<file path="config.mk">
export PLATFORM = sky130hd
export DESIGN_NAME = regfile_port_arbiter
export DESIGN_NICKNAME = d
export VERILOG_FILES = /design/src/rtl/regfile_port_arbiter.sv
export SDC_FILE = /design/constraint.sdc
export NUM_CORES = 1
export LEC_CHECK = 0
export CORE_UTILIZATION = 47
export CTS_CLUSTER_DIAMETER = 60
export DETAILED_ROUTE_END_ITERATION = 8
export PLACE_DENSITY_LB_ADDON = 0.08
export SLEW_MARGIN = 20
export SYNTH_ARGS = -nofsm -noshare
export SYNTH_HDL_FRONTEND = slang
export SYNTH_SLANG_ARGS = --single-unit
</file>
<file path="constraint.sdc">
create_clock -name clk -period 2.2 [get_ports clk]
set_input_delay 0.55 -clock clk [delete_from_list [all_inputs] [get_ports clk]]
set_output_delay 0.55 -clock clk [all_outputs]
set_load 0.05 [all_outputs]
</file>
<file path="src/rtl/regfile_port_arbiter.sv">
// Round-robin arbiter that shares the register file's single access port between NUM_REQ requesters.
// Optional locked follow-on grants are enabled by defining REGFILE_ARB_LOCK_EN.
module regfile_port_arbiter #(
    parameter int unsigned NUM_REQ  = 2,
    parameter int unsigned ADDR_W   = 5,
    parameter int unsigned DATA_W   = 32,
    parameter int unsigned LOCK_MAX = 8
) (
    input  logic                      clk,
    input  logic                      rst,
    input  logic [NUM_REQ-1:0]        req_valid,
    output logic [NUM_REQ-1:0]        req_ready,
    input  logic [NUM_REQ-1:0]        req_we,
    input  logic [NUM_REQ*ADDR_W-1:0] req_addr,
    input  logic [NUM_REQ*DATA_W-1:0] req_wdata,
    input  logic [NUM_REQ-1:0]        req_lock,
    output logic [NUM_REQ-1:0]        rsp_valid,
    output logic [DATA_W-1:0]         rsp_rdata,
    output logic                      rf_en,
    output logic                      rf_we,
    output logic [ADDR_W-1:0]         rf_addr,
    output logic [DATA_W-1:0]         rf_wdata,
    input  logic [DATA_W-1:0]         rf_rdata,
    output logic [1:0]                grant_id,
    output logic [7:0]                arb_error_vector
);

    typedef enum logic [1:0] {StIdle, StIssue, StWait} state_e;

    state_e                    state_q, state_d;
    logic [1:0]                rr_ptr_q, rr_ptr_d;
    logic [1:0]                id_q;
    logic                      we_q;
    logic [ADDR_W-1:0]         addr_q;
    logic [DATA_W-1:0]         wdata_q;
    logic [NUM_REQ-1:0]        rsp_valid_q, rsp_valid_d;
    logic [DATA_W-1:0]         rsp_rdata_q;
    logic [2:0]                err_q, err_d;

    logic [NUM_REQ-1:0]        pend_q;
    logic [NUM_REQ-1:0]        prev_we_q;
    logic [NUM_REQ*ADDR_W-1:0] prev_addr_q;
    logic [NUM_REQ*DATA_W-1:0] prev_wdata_q;

    logic                      rr_found;
    logic [1:0]                rr_win;
    logic                      win_valid;
    logic [1:0]                winner;
    logic                      handshake;
    logic                      sel_we;
    logic                      sel_lock;
    logic [ADDR_W-1:0]         sel_addr;
    logic [DATA_W-1:0]         sel_wdata;
    logic                      x0_err;
    logic                      stab_err;
    logic                      lock_err;

    // Two passes: first from rr_ptr upward, then wrap to the indices below it.
    always_comb begin
        rr_found = 1'b0;
        rr_win   = '0;
        for (int j = 0; j < int'(NUM_REQ); j++) begin
            if (!rr_found && req_valid[j] && (2'(j) >= rr_ptr_q)) begin
                rr_found = 1'b1;
                rr_win   = 2'(j);
            end
        end
        for (int j = 0; j < int'(NUM_REQ); j++) begin
            if (!rr_found && req_valid[j] && (2'(j) < rr_ptr_q)) begin
                rr_found = 1'b1;
                rr_win   = 2'(j);
            end
        end
    end

`ifdef REGFILE_ARB_LOCK_EN
    localparam int unsigned CntW = $clog2(LOCK_MAX + 1);

    logic            lock_q, lock_d;
    logic [CntW-1:0] lock_cnt_q, lock_cnt_d;
    logic            lock_hold;

    // The locked requester is always the one granted last, i.e. id_q.
    always_comb begin
        lock_hold = 1'b0;
        for (int j = 0; j < int'(NUM_REQ); j++) begin
            if (id_q == 2'(j)) begin
                lock_hold = lock_q && req_valid[j];
            end
        end
        win_valid = lock_hold ? 1'b1 : rr_found;
        winner    = lock_hold ? id_q : rr_win;
    end

    always_comb begin
        lock_d     = lock_q;
        lock_cnt_d = lock_cnt_q;
        lock_err   = 1'b0;
        if ((state_q == StIdle) && lock_q && !lock_hold) begin
            lock_d     = 1'b0;
            lock_cnt_d = '0;
        end
        if (handshake) begin
            if (!sel_lock) begin
                lock_d     = 1'b0;
                lock_cnt_d = '0;
            end else if (int'(lock_cnt_q) + 1 >= int'(LOCK_MAX)) begin
                lock_d     = 1'b0;
                lock_cnt_d = '0;
                lock_err   = 1'b1;
            end else begin
                lock_d     = 1'b1;
                lock_cnt_d = lock_cnt_q + 1'b1;
            end
        end
    end

    always_ff @(posedge clk or negedge rst) begin
        if (!rst) begin
            lock_q     <= 1'b0;
            lock_cnt_q <= '0;
        end else begin
            lock_q     <= lock_d;
            lock_cnt_q <= lock_cnt_d;
        end
    end
`else
    logic unused_lock;

    assign unused_lock = ^{req_lock, sel_lock};
    assign win_valid   = rr_found;
    assign winner      = rr_win;
    assign lock_err    = 1'b0;
`endif

    assign handshake = rst && (state_q == StIdle) && win_valid;

    always_comb begin
        req_ready = '0;
        sel_we    = 1'b0;
        sel_lock  = 1'b0;
        sel_addr  = '0;
        sel_wdata = '0;
        for (int j = 0; j < int'(NUM_REQ); j++) begin
            if (winner == 2'(j)) begin
                req_ready[j] = handshake;
                sel_we       = req_we[j];
                sel_lock     = req_lock[j];
                sel_addr     = req_addr[j*ADDR_W +: ADDR_W];
                sel_wdata    = req_wdata[j*DATA_W +: DATA_W];
            end
        end
    end

    // A stalled request (valid, not ready) must hold its payload into the next cycle.
    always_comb begin
        stab_err = 1'b0;
        for (int j = 0; j < int'(NUM_REQ); j++) begin
            if (pend_q[j] && req_valid[j] &&
                ((req_we[j] != prev_we_q[j]) ||
                 (req_addr[j*ADDR_W +: ADDR_W] != prev_addr_q[j*ADDR_W +: ADDR_W]) ||
                 (req_wdata[j*DATA_W +: DATA_W] != prev_wdata_q[j*DATA_W +: DATA_W]))) begin
                stab_err = 1'b1;
            end
        end
    end

    assign x0_err   = (state_q == StIssue) && we_q && (addr_q == '0);
    assign err_d    = err_q | {lock_err, stab_err, x0_err};
    assign rr_ptr_d = (winner == 2'(NUM_REQ - 1)) ? 2'd0 : winner + 2'd1;

    always_comb begin
        rsp_valid_d = '0;
        for (int j = 0; j < int'(NUM_REQ); j++) begin
            rsp_valid_d[j] = (state_q == StWait) && (id_q == 2'(j));
        end
    end

    always_ff @(posedge clk or negedge rst) begin
        if (!rst) begin
            state_q <= StIdle;
        end else begin
            state_q <= state_d;
        end
    end

    always_comb begin
        state_d = state_q;
        unique case (state_q)
            StIdle:  if (handshake) state_d = StIssue;
            StIssue: state_d = StWait;
            StWait:  state_d = StIdle;
            default: state_d = StIdle;
        endcase
    end

    always_comb begin
        rf_en    = 1'b0;
        rf_we    = 1'b0;
        rf_addr  = '0;
        rf_wdata = '0;
        if (state_q == StIssue) begin
            rf_en    = 1'b1;
            rf_we    = we_q && (addr_q != '0);
            rf_addr  = addr_q;
            rf_wdata = wdata_q;
        end
    end

    always_ff @(posedge clk or negedge rst) begin
        if (!rst) begin
            rr_ptr_q     <= '0;
            id_q         <= '0;
            we_q         <= 1'b0;
            addr_q       <= '0;
            wdata_q      <= '0;
            rsp_valid_q  <= '0;
            rsp_rdata_q  <= '0;
            err_q        <= '0;
            pend_q       <= '0;
            prev_we_q    <= '0;
            prev_addr_q  <= '0;
            prev_wdata_q <= '0;
        end else begin
            if (handshake) begin
                rr_ptr_q <= rr_ptr_d;
                id_q     <= winner;
                we_q     <= sel_we;
                addr_q   <= sel_addr;
                wdata_q  <= sel_wdata;
            end
            if (state_q == StWait) begin
                rsp_rdata_q <= we_q ? '0 : rf_rdata;
            end
            rsp_valid_q  <= rsp_valid_d;
            err_q        <= err_d;
            pend_q       <= req_valid & ~req_ready;
            prev_we_q    <= req_we;
            prev_addr_q  <= req_addr;
            prev_wdata_q <= req_wdata;
        end
    end

    assign rsp_valid        = rsp_valid_q;
    assign rsp_rdata        = rsp_rdata_q;
    assign grant_id         = id_q;
    assign arb_error_vector = {5'b0, err_q};

endmodule

</file>
== Yosys cells after proc, flatten, opt, wreduce, memory -nomap -nowiden ==
Cells that the tools add are included.

* Bits in registers: 159
* Output and inout bits: 85
* Logic and storage cells: 87

* Add/subtract/negate cells: 1
* Order comparisons: 4
* Equal/unequal tests: 11
* Multiplexer cells: 25
* Bitwise operators: 3
* Reductions and logical operators: 30

{| class="wikitable"
|+ Operators with widths
! cell !! number
|-
| $mux W32 || 4
|-
| $ne A32 B32 Y1 || 2
|-
| $logic_and A1 B1 Y1 || 18
|-
| $mux W5 || 3
|-
| $mux W1 || 14
|-
| $ne A5 B5 Y1 || 2
|-
| $eq A2 B1 Y1 const B || 3
|-
| $logic_not A2 Y1 || 3
|-
| $mux W2 || 3
|-
| $logic_not A5 Y1 || 1
|-
| $reduce_bool A5 Y1 || 1
|-
| $ge A1 B2 Y1 const A || 2
|-
| $logic_or A1 B1 Y1 || 4
|-
| $lt A1 B2 Y1 const A || 2
|-
| $pmux W2 S2 || 1
|-
| $logic_not A1 Y1 || 3
|-
| $or A3 B2 Y3 || 1
|-
| $add A2 B1 Y2 const B || 1
|-
| $and A2 B2 Y2 || 1
|-
| $eq A2 B2 Y1 const B || 1
|-
| $ne A1 B1 Y1 || 2
|-
| $ne A2 B2 Y1 const B || 1
|-
| $not A2 Y2 || 1
|}

== Logic depth before layout (Yosys ltp) ==
Gate-level depths: netlist (run 1).

* Depth in word-level cells: 19
* Mapped depth: 5

== Least setup slack after synthesis (run 1) ==
Ideal clock, no wire load.

* Kind: register -> output
* From: register state_q[1]
* To: output port rf_we
* Arrival: 1.978 ns
* Required time: 1.650 ns
* Slack: -0.328 ns
* Cell stages (with the launch flop): 5
* Buffers on the path: 1
* Path through: dfrtp_1 -> nor2b_1 -> clkbuf_1 -> nand2_1 -> nor2_1

* Word-level cells in the longest chain between the ends: 2

{| class="wikitable"
|+ RTL lines
! what !! line !! source
|-
| start, declared || 30 || <nowiki>state_e state_q, state_d;</nowiki>
|-
| start signal, assigned || 181 || <nowiki>state_q <= StIdle;</nowiki>
|-
| start signal, assigned || 183 || <nowiki>state_q <= state_d;</nowiki>
|-
| $eq A2 B1 Y1 || 202 || <nowiki>if (state_q == StIssue) begin</nowiki>
|-
| $mux W1 || 202 ||
|-
| end, declared || 20 || <nowiki>output logic rf_we,</nowiki>
|}

Every way passes these cells.

== Worst setup path after layout (run 1) ==
* From: register addr_q[2]
* To: output port rf_we

* Word-level cells in the longest chain between the ends: 3

{| class="wikitable"
|+ RTL lines
! what !! line !! source
|-
| start, declared || 34 || <nowiki>logic [ADDR_W-1:0] addr_q;</nowiki>
|-
| start signal, assigned || 229 || <nowiki>addr_q <= sel_addr;</nowiki>
|-
| $reduce_bool A5 Y1 || 204 || <nowiki>rf_we = we_q && (addr_q != '0);</nowiki>
|-
| $logic_and A1 B1 Y1 || 204 ||
|-
| $mux W1 || 202 ||
|}

Every way passes these cells.

==> impl_metrics.tcl, run 1 <==
set metrics [dict create \
    arrival_ns 1.65 \
    worst_ir_drop_vdd_mv 0.6331 \
    floorplan.rows 42 \
    min_path_type "input port to async pin" \
    clock-sinks 156 \
    post_synth_instance_area_mm2 0.006467 \
    layout_setup_ws_ns -0.0008100 \
    yosysSeqAreaShare 0.6036 \
    setup_repair_after_global_routing_missed_its_margin "true" \
    violations_in_the_final_reports "setup timing" \
    routed_length_per_placed_instance_um 16.54 \
    fin_util 0.7647 \
    critPathCaptureType "output port" \
    routed_wl_um 16640 \
    antenna-diode-count 0 \
    timing.final.crit_share 1.000 \
    avgViaCountPerCell 4.938 \
    firstDrtPassIters 4 \
    fmax_mhz 454.4 \
    yosysWarningCount 0 \
    start_util 0.4845 \
    tritoncts "built" \
    report.final.slew_viol_count 0 \
    timing_worst_setup_path_type "flop to output port" \
    grt_overflow_total 0 \
    synth.distinct_cells 27 \
    post_route_cells_drive_above_1_share 0.2145 \
    timing.final.hold_violations 0 \
    antenna_found_initial 0 \
    finClkSkew_ns 0.005807 \
    grt_util_met2 0.4048 \
    dieArea_mm2 0.01423 \
    met3_usage 0.06130 \
    first_global_vias 5244 \
    chipWidth_um 119.3 \
    maxCapViolations 0 \
    flow.area_growth_from_synthesis_pct 57.83 \
    grt.busiest_layer "met2" \
    synth_async_sr_flop_share 1.000 \
    worst_slew_pin_slew_ns 0.8451 \
    gr-usage-met1 0.3142 \
    drc_errors 0 \
    final-setup-viol-count 1 \
    worstSetupStartpointType "flop" \
    holdBufCountCts 0 \
    cts_max_path_buffers 2 \
    timing.critical_path.required_ns 1.65 \
    yosys_register_bits 156 \
    power_per_cell_area_mw_per_mm2 975.1 \
    die_height_um 119.3 \
    number_of_vias_after_detailed_routing 4968 \
    dominantRegCellSynth "sky130_fd_sc_hd__dfrtp_1" \
    insertion_delay_ns 0.42 \
    synth_area_per_cell_um2 11.47 \
    clock_tree.root_cell "sky130_fd_sc_hd__clkbuf_16" \
    core-area_mm2 0.01335 \
    power.static_leakage_nw 4.553 \
    number_of_i_o_port_buffers 189 \
    post-place-ws_ns -0.3870 \
    global_route_wire_length_before_repair_um 26680 \
    fill_cells 889 \
    max_slew_margin 0.4366 \
    numCtsBuffers 17 \
    outcome "finished, violations left" \
    post_synthesis_instance_total 564 \
    period_needed_ns 2.201 \
    place_congestion 0.7926 \
    globalRouteTotalUtil 0.2470 \
    drt.antenna.violating_nets 0 \
    cp_max_fo 2 \
    boundaryPins 199 \
    number_of_enable_type_register_cells_in_the_synthesized_netlist 0 \
    nNetsFinal 931 \
    cts_max_level 4 \
    detailedRoute.firstIterationViolations 222 \
    clkTransAtPathRegs_ns 0.06 \
    grt_start_max_net_pins 157 \
    dp_hpwl_um 11440 \
]
[area by class of cell]
cell class | instances | area, µm² | share of cell area
Clock inverter | 6 | 130.1 | 0.01275
Sequential cell | 156 | 3905 | 0.3826
Clock buffer | 26 | 509.2 | 0.04989
Inverter | 3 | 11.26 | 0.001103
Tap cell | 176 | 220.2 | 0.02157
Timing Repair Buffer | 261 | 2910 | 0.2851
Multi-Input combinational cell | 378 | 2521 | 0.2470
[final timing paths]
kind | start | to | slack [ns] | cells after the start
max | addr_q[2] | rf_we | -0.0008 | 4
min reg2reg | err_q[0] | err_q[0] | 0.46 | 1
max reg2reg | state_q[1] | wdata_q[3] | 0.34 | 5
max in group asynchronous | rst | state_q[1] | 1.24 | 2
min in group clk | err_q[0] | err_q[0] | 0.46 | 1
min | rst | rsp_rdata[25] | 0.26 | 2
[worst max-delay path, cell delays in order (launching register included)]
cell	delay [ns]
sky130_fd_sc_hd__dfrtp_1	0.37
sky130_fd_sc_hd__or4_4	0.55
sky130_fd_sc_hd__nor2_4	0.11
sky130_fd_sc_hd__nor2_2	0.06
sky130_fd_sc_hd__buf_12	0.14
[metal layers]
metal	part of all wire	wire length, µm
met5	0	0
met1	0.43	7195
met4	0.020	340
met3	0.063	1043
met2	0.48	8063
[flip-flops by register name (all words and copies together), names as in the netlist]
signal        flops
addr_q            5
err_q             2
grant_id          1
pend_q            2
prev_addr_q      10
prev_wdata_q     64
prev_we_q         2
rr_ptr_q          1
rsp_rdata        32
rsp_valid         2
state_q           2
wdata_q          32
we_q              1
[placed cells by master (no fill, tap or decap), drive strengths merged]
master	instances
nand2	33
clkdlybuf4s50	143
nor4b	1
nand4	5
bufinv	4
o21ai	34
nor4	17
a21oi	39
dfrtp	156
o311ai	1
xnor2	6
clkbuf	27
and2	38
xor2	70
inv	3
nor3	1
mux2i	38
nand2b	33
a21o	1
dlygate4sd2	4
or4	2
a31o	1
conb	7
buf	113
nand3	1
nor2	47
nor2b	3
clkinv	2
[where the power goes]
group / switching [mW] / leakage (nW) / internal [mW] / total [mW]
registers: 0.254 / 1.84 / 3.32 / 3.58
clock network: 1.10 / 0.315 / 2.05 / 3.15
logic: 1.86 / 2.40 / 1.37 / 3.22
total: 3.21 / 4.55 / 6.74 / 9.95
[cells in the mapped netlist, types with 3 or more instances]
| cell type | number | area, µm² |
|---|---|---|
| sky130_fd_sc_hd__buf_4 | 7 | 52.55 |
| sky130_fd_sc_hd__nor4_1 | 17 | 106.4 |
| sky130_fd_sc_hd__xor2_1 | 70 | 613.1 |
| sky130_fd_sc_hd__nand4_1 | 5 | 31.28 |
| sky130_fd_sc_hd__clkbuf_1 | 16 | 60.06 |
| sky130_fd_sc_hd__o21ai_0 | 33 | 165.2 |
| sky130_fd_sc_hd__nor2b_1 | 3 | 18.77 |
| sky130_fd_sc_hd__nor2_1 | 47 | 176.4 |
| sky130_fd_sc_hd__mux2i_1 | 38 | 380.4 |
| sky130_fd_sc_hd__xnor2_1 | 6 | 52.55 |
| sky130_fd_sc_hd__nand2_1 | 33 | 123.9 |
| sky130_fd_sc_hd__nand2b_1 | 33 | 206.5 |
| sky130_fd_sc_hd__dfrtp_1 | 156 | 3904 |
| sky130_fd_sc_hd__and2_1 | 38 | 237.7 |
| sky130_fd_sc_hd__a21oi_1 | 39 | 195.2 |
| sky130_fd_sc_hd__buf_2 | 10 | 50.05 |
[per-stage QoR]
step	cells	instance area (µm²)	total power, mW	hold slack [ns]	setup TNS [ns]
6_report	1006	10210	9.953	0.2568	-0.0008100
4_1_cts	998	10050	9.932	0.3337	-0.05228
3_3_place_gp	963	9355	6.653	0.4490	-2.394
2_1_floorplan	570	6496	5.316	0.2544	0
3_5_place_dp	963	9355	6.728	0.4549	-3.207
5_1_grt	1006	10210	10.37	0.3151	-0.3111
[kinds of logic (layout without fill, tap and decap cells)]
kind of cell / count (synthesis) / after routing / synth area share
simple gates: 181 / 181 / 0.1468
flops: 156 / 156 / 0.6036
compound gates: 76 / 76 / 0.06036
xor+xnor: 76 / 76 / 0.1029
mux: 38 / 38 / 0.05881
buf+inv: 36 / 296 / 0.02689
other cells: 1 / 7 / 0.0005798
[what timing repair did]
item                       CTS  global route
buffers inserted             3             6
setup endpoints to repair   42            41
pin swaps                    4             2
gates resized for setup     15            26
cloned                       0             2
Note: power is estimated with default switching activity, not from simulation.
==> inputs of run 2 (changes only) <==
- CTS_CLUSTER_SIZE: unset -> 24
==> results of run 2 <==
The final DEF is identical to that of run 1; final timing and power are the same.
==> inputs of run 3 (changes only) <==
==> constraint.sdc (replaced) <==
create_clock -name clk -period 2.2 [get_ports clk]
set_input_delay 0.33 -clock clk [delete_from_list [all_inputs] [get_ports clk]]
set_output_delay 0.33 -clock clk [all_outputs]
set_load 0.05 [all_outputs]
==> impl_metrics.tcl, run 3 (synthesized netlist as in run 1, its figures left out) <==
set metrics [dict create \
    critPathCaptureType "output port" \
    layoutNonFillerInstCount 955 \
    nNetsFinal 881 \
    clock_tree.root_cell "sky130_fd_sc_hd__clkbuf_16" \
    power.sequential.fraction 0.385 \
    drc_errors 0 \
    timing.critical_path.slowest_cell_delay_ns 0.54 \
    antenna_found_initial 0 \
    cp_max_fo 3 \
    boundaryPins 199 \
    routed_length_per_placed_instance_um 15.94 \
    maxCapViolations 0 \
    critical-path-slowest-cell "sky130_fd_sc_hd__or4_1" \
    avgViaCountPerCell 4.902 \
    flow.area_growth_from_synthesis_pct 48.46 \
    clkTransAtPathRegs_ns 0.06 \
    timing.final.crit_share 0.9408 \
    grt_start_max_net_pins 157 \
    timing_worst_setup_path_type "flop to output port" \
    numCtsBuffers 17 \
    worstSetupStartpointType "flop" \
    number_of_vias_after_detailed_routing 4681 \
    dieArea_mm2 0.01423 \
    post_route_cells_drive_above_1_share 0.1207 \
    holdBufCountCts 0 \
    worst_slew_pin_slew_ns 0.9785 \
    outcome "finished, violations left" \
    report.final.slew_viol_count 0 \
    largest_register_ffs 64 \
    post_cts_sizing 0 \
    fmax_mhz 483.1 \
    design_power_total_mw 9.247 \
    chipWidth_um 119.3 \
    timing.critical_path.cells "or4_1 -> nor2_1 -> nor2_2 -> buf_12" \
    arrival_ns 1.74 \
    start_util 0.4845 \
    timing.critical_path.required_ns 1.87 \
    routed_wl_um 15220 \
    net_switching_share_of_the_total_power 0.3319 \
    globalRouteTotalUtil 0.2313 \
    final-setup-viol-count 0 \
    first_global_vias 4746 \
    critPathBufInv 1 \
    floorplan.rows 42 \
    min_path_type "input port to async pin" \
    power_per_cell_area_mw_per_mm2 963.1 \
    grt_overflow_total 0 \
    core-area_mm2 0.01335 \
    violations_in_the_final_reports "hold timing" \
    fin_worst_hold_slack_ns -0.01174 \
    detailedRoute.firstIterationViolations 206 \
    area.sequential_mm2 0.003904 \
    timing.critical_path.max_delay_family "simple AND/OR/NAND/NOR gates" \
    place_congestion 0.7901 \
    area_of_the_multi_input_gates_mm2 0.002431 \
    number_of_i_o_port_buffers 189 \
    finClkSkew_ns 0.006351 \
    cts_max_path_buffers 2 \
    max_slew_margin 0.3477 \
    drt.antenna.violating_nets 0 \
    firstDrtPassIters 6 \
    period_needed_ns 2.070 \
    dp_hpwl_um 10940 \
    dp_cells 924 \
    timing.final.hold_violations 6 \
    fin_util 0.7193 \
    postCtsSetupRepairBufs 0 \
    worst_ir_drop_vdd_mv 0.5346 \
    die_height_um 119.3 \
    cts_max_level 4 \
    post-place-ws_ns -0.07924 \
    net_switching_power_figure_mw 3.069 \
    layout.cells.most_common "sky130_fd_sc_hd__dfrtp_1" \
    antenna-diode-count 0 \
    tritoncts "built" \
    clock-sinks 156 \
    global_route_wire_length_before_repair_um 24830 \
    insertion_delay_ns 0.41 \
    setup_repair_after_global_routing_missed_its_margin "false" \
    layout_setup_ws_ns 0.1302 \
    power.static_leakage_nw 4.200 \
    fill_cells 974 \
    power.combinational.fraction 0.328 \
    power_frac_clock 0.287 \
    registers.top_by_ff_count "prev_wdata_q" \
    p_int_mw 6.178 \
    final_cell_mix "sky130_fd_sc_hd__dfrtp_1 (156), sky130_fd_sc_hd__clkdlybuf4s50_1 (147), sky130_fd_sc_hd__xor2_1 (70), sky130_fd_sc_hd__nor2_1 (46), sky130_fd_sc_hd__buf_12 (43)" \
]
## run 3: cell types whose count changed in the layout (fill, tap and decap cells not counted), moves of 2 or more
cell / delta
sky130_fd_sc_hd__clkbuf_1: +4
sky130_fd_sc_hd__and2_1: +23
sky130_fd_sc_hd__clkinv_2: -2
sky130_fd_sc_hd__buf_4: -47
sky130_fd_sc_hd__clkdlybuf4s50_1: +4
sky130_fd_sc_hd__dlygate4sd2_1: -4
sky130_fd_sc_hd__and2_4: -23
sky130_fd_sc_hd__bufinv_16: -4
sky130_fd_sc_hd__nor2_1: +3
sky130_fd_sc_hd__buf_12: -2
sky130_fd_sc_hd__nor2_4: -2
## run 3: power groups by stage
stage	Clock, mW	Combinational, mW	Sequential, mW
after detailed placement	0	3.05	3.61
after global placement	0	3.01	3.58
after global routing	2.83	3.23	3.62
after CTS	2.72	3.06	3.56
after floorplan	0	1.06	4.25
final	2.65	3.03	3.56
## run 3: routing by layer
layer	GRT usage	share of wire
met5	0	0
met4	0.07969	0.011
met3	0.06274	0.056
met2	0.3677	0.48
met1	0.3067	0.46
## run 3: layout make-up
cell class                 count  area share
sequential                   156      0.4066
timing repair buffer         211      0.2601
multi-input combinational    378      0.2532
clock buffer                  31     0.05603
tap                          176     0.02293
inverter                       3    0.001173
## run 3: through the flow
stage	TNS (ns)	hold WS (ns)	cell area, µm²
after CTS	0	0.09996	9598
final	0	-0.01174	9602
after global routing	0	0.1358	9602
after detailed placement	-0.07924	0.4543	9060
after global placement	-0.1220	0.4489	9060
after floorplan	0	0.03441	6492
## run 3: worst register-to-register path, stage by stage, from the launching register on
cell and delay (ns):
sky130_fd_sc_hd__dfrtp_1 0.38, sky130_fd_sc_hd__xor2_1 0.17, sky130_fd_sc_hd__nor4_1 0.38, sky130_fd_sc_hd__buf_4 0.18
sky130_fd_sc_hd__nand4_1 0.09, sky130_fd_sc_hd__o311ai_0 0.31, sky130_fd_sc_hd__o21ai_0 0.14
## run 3: worst paths after layout
check	from	end	slack, ns	cells after the start
min in group clk	rst	grant_id[0]	0.34	4
worst min register to register	err_q[0]	err_q[0]	0.46	1
max in group asynchronous	rst	prev_wdata_q[8]	1.50	2
worst max register to register	prev_we_q[1]	err_q[1]	0.43	6
worst min-delay path	rst	rsp_rdata[30]	-0.01	2
worst max-delay path	addr_q[2]	rf_we	0.13	4
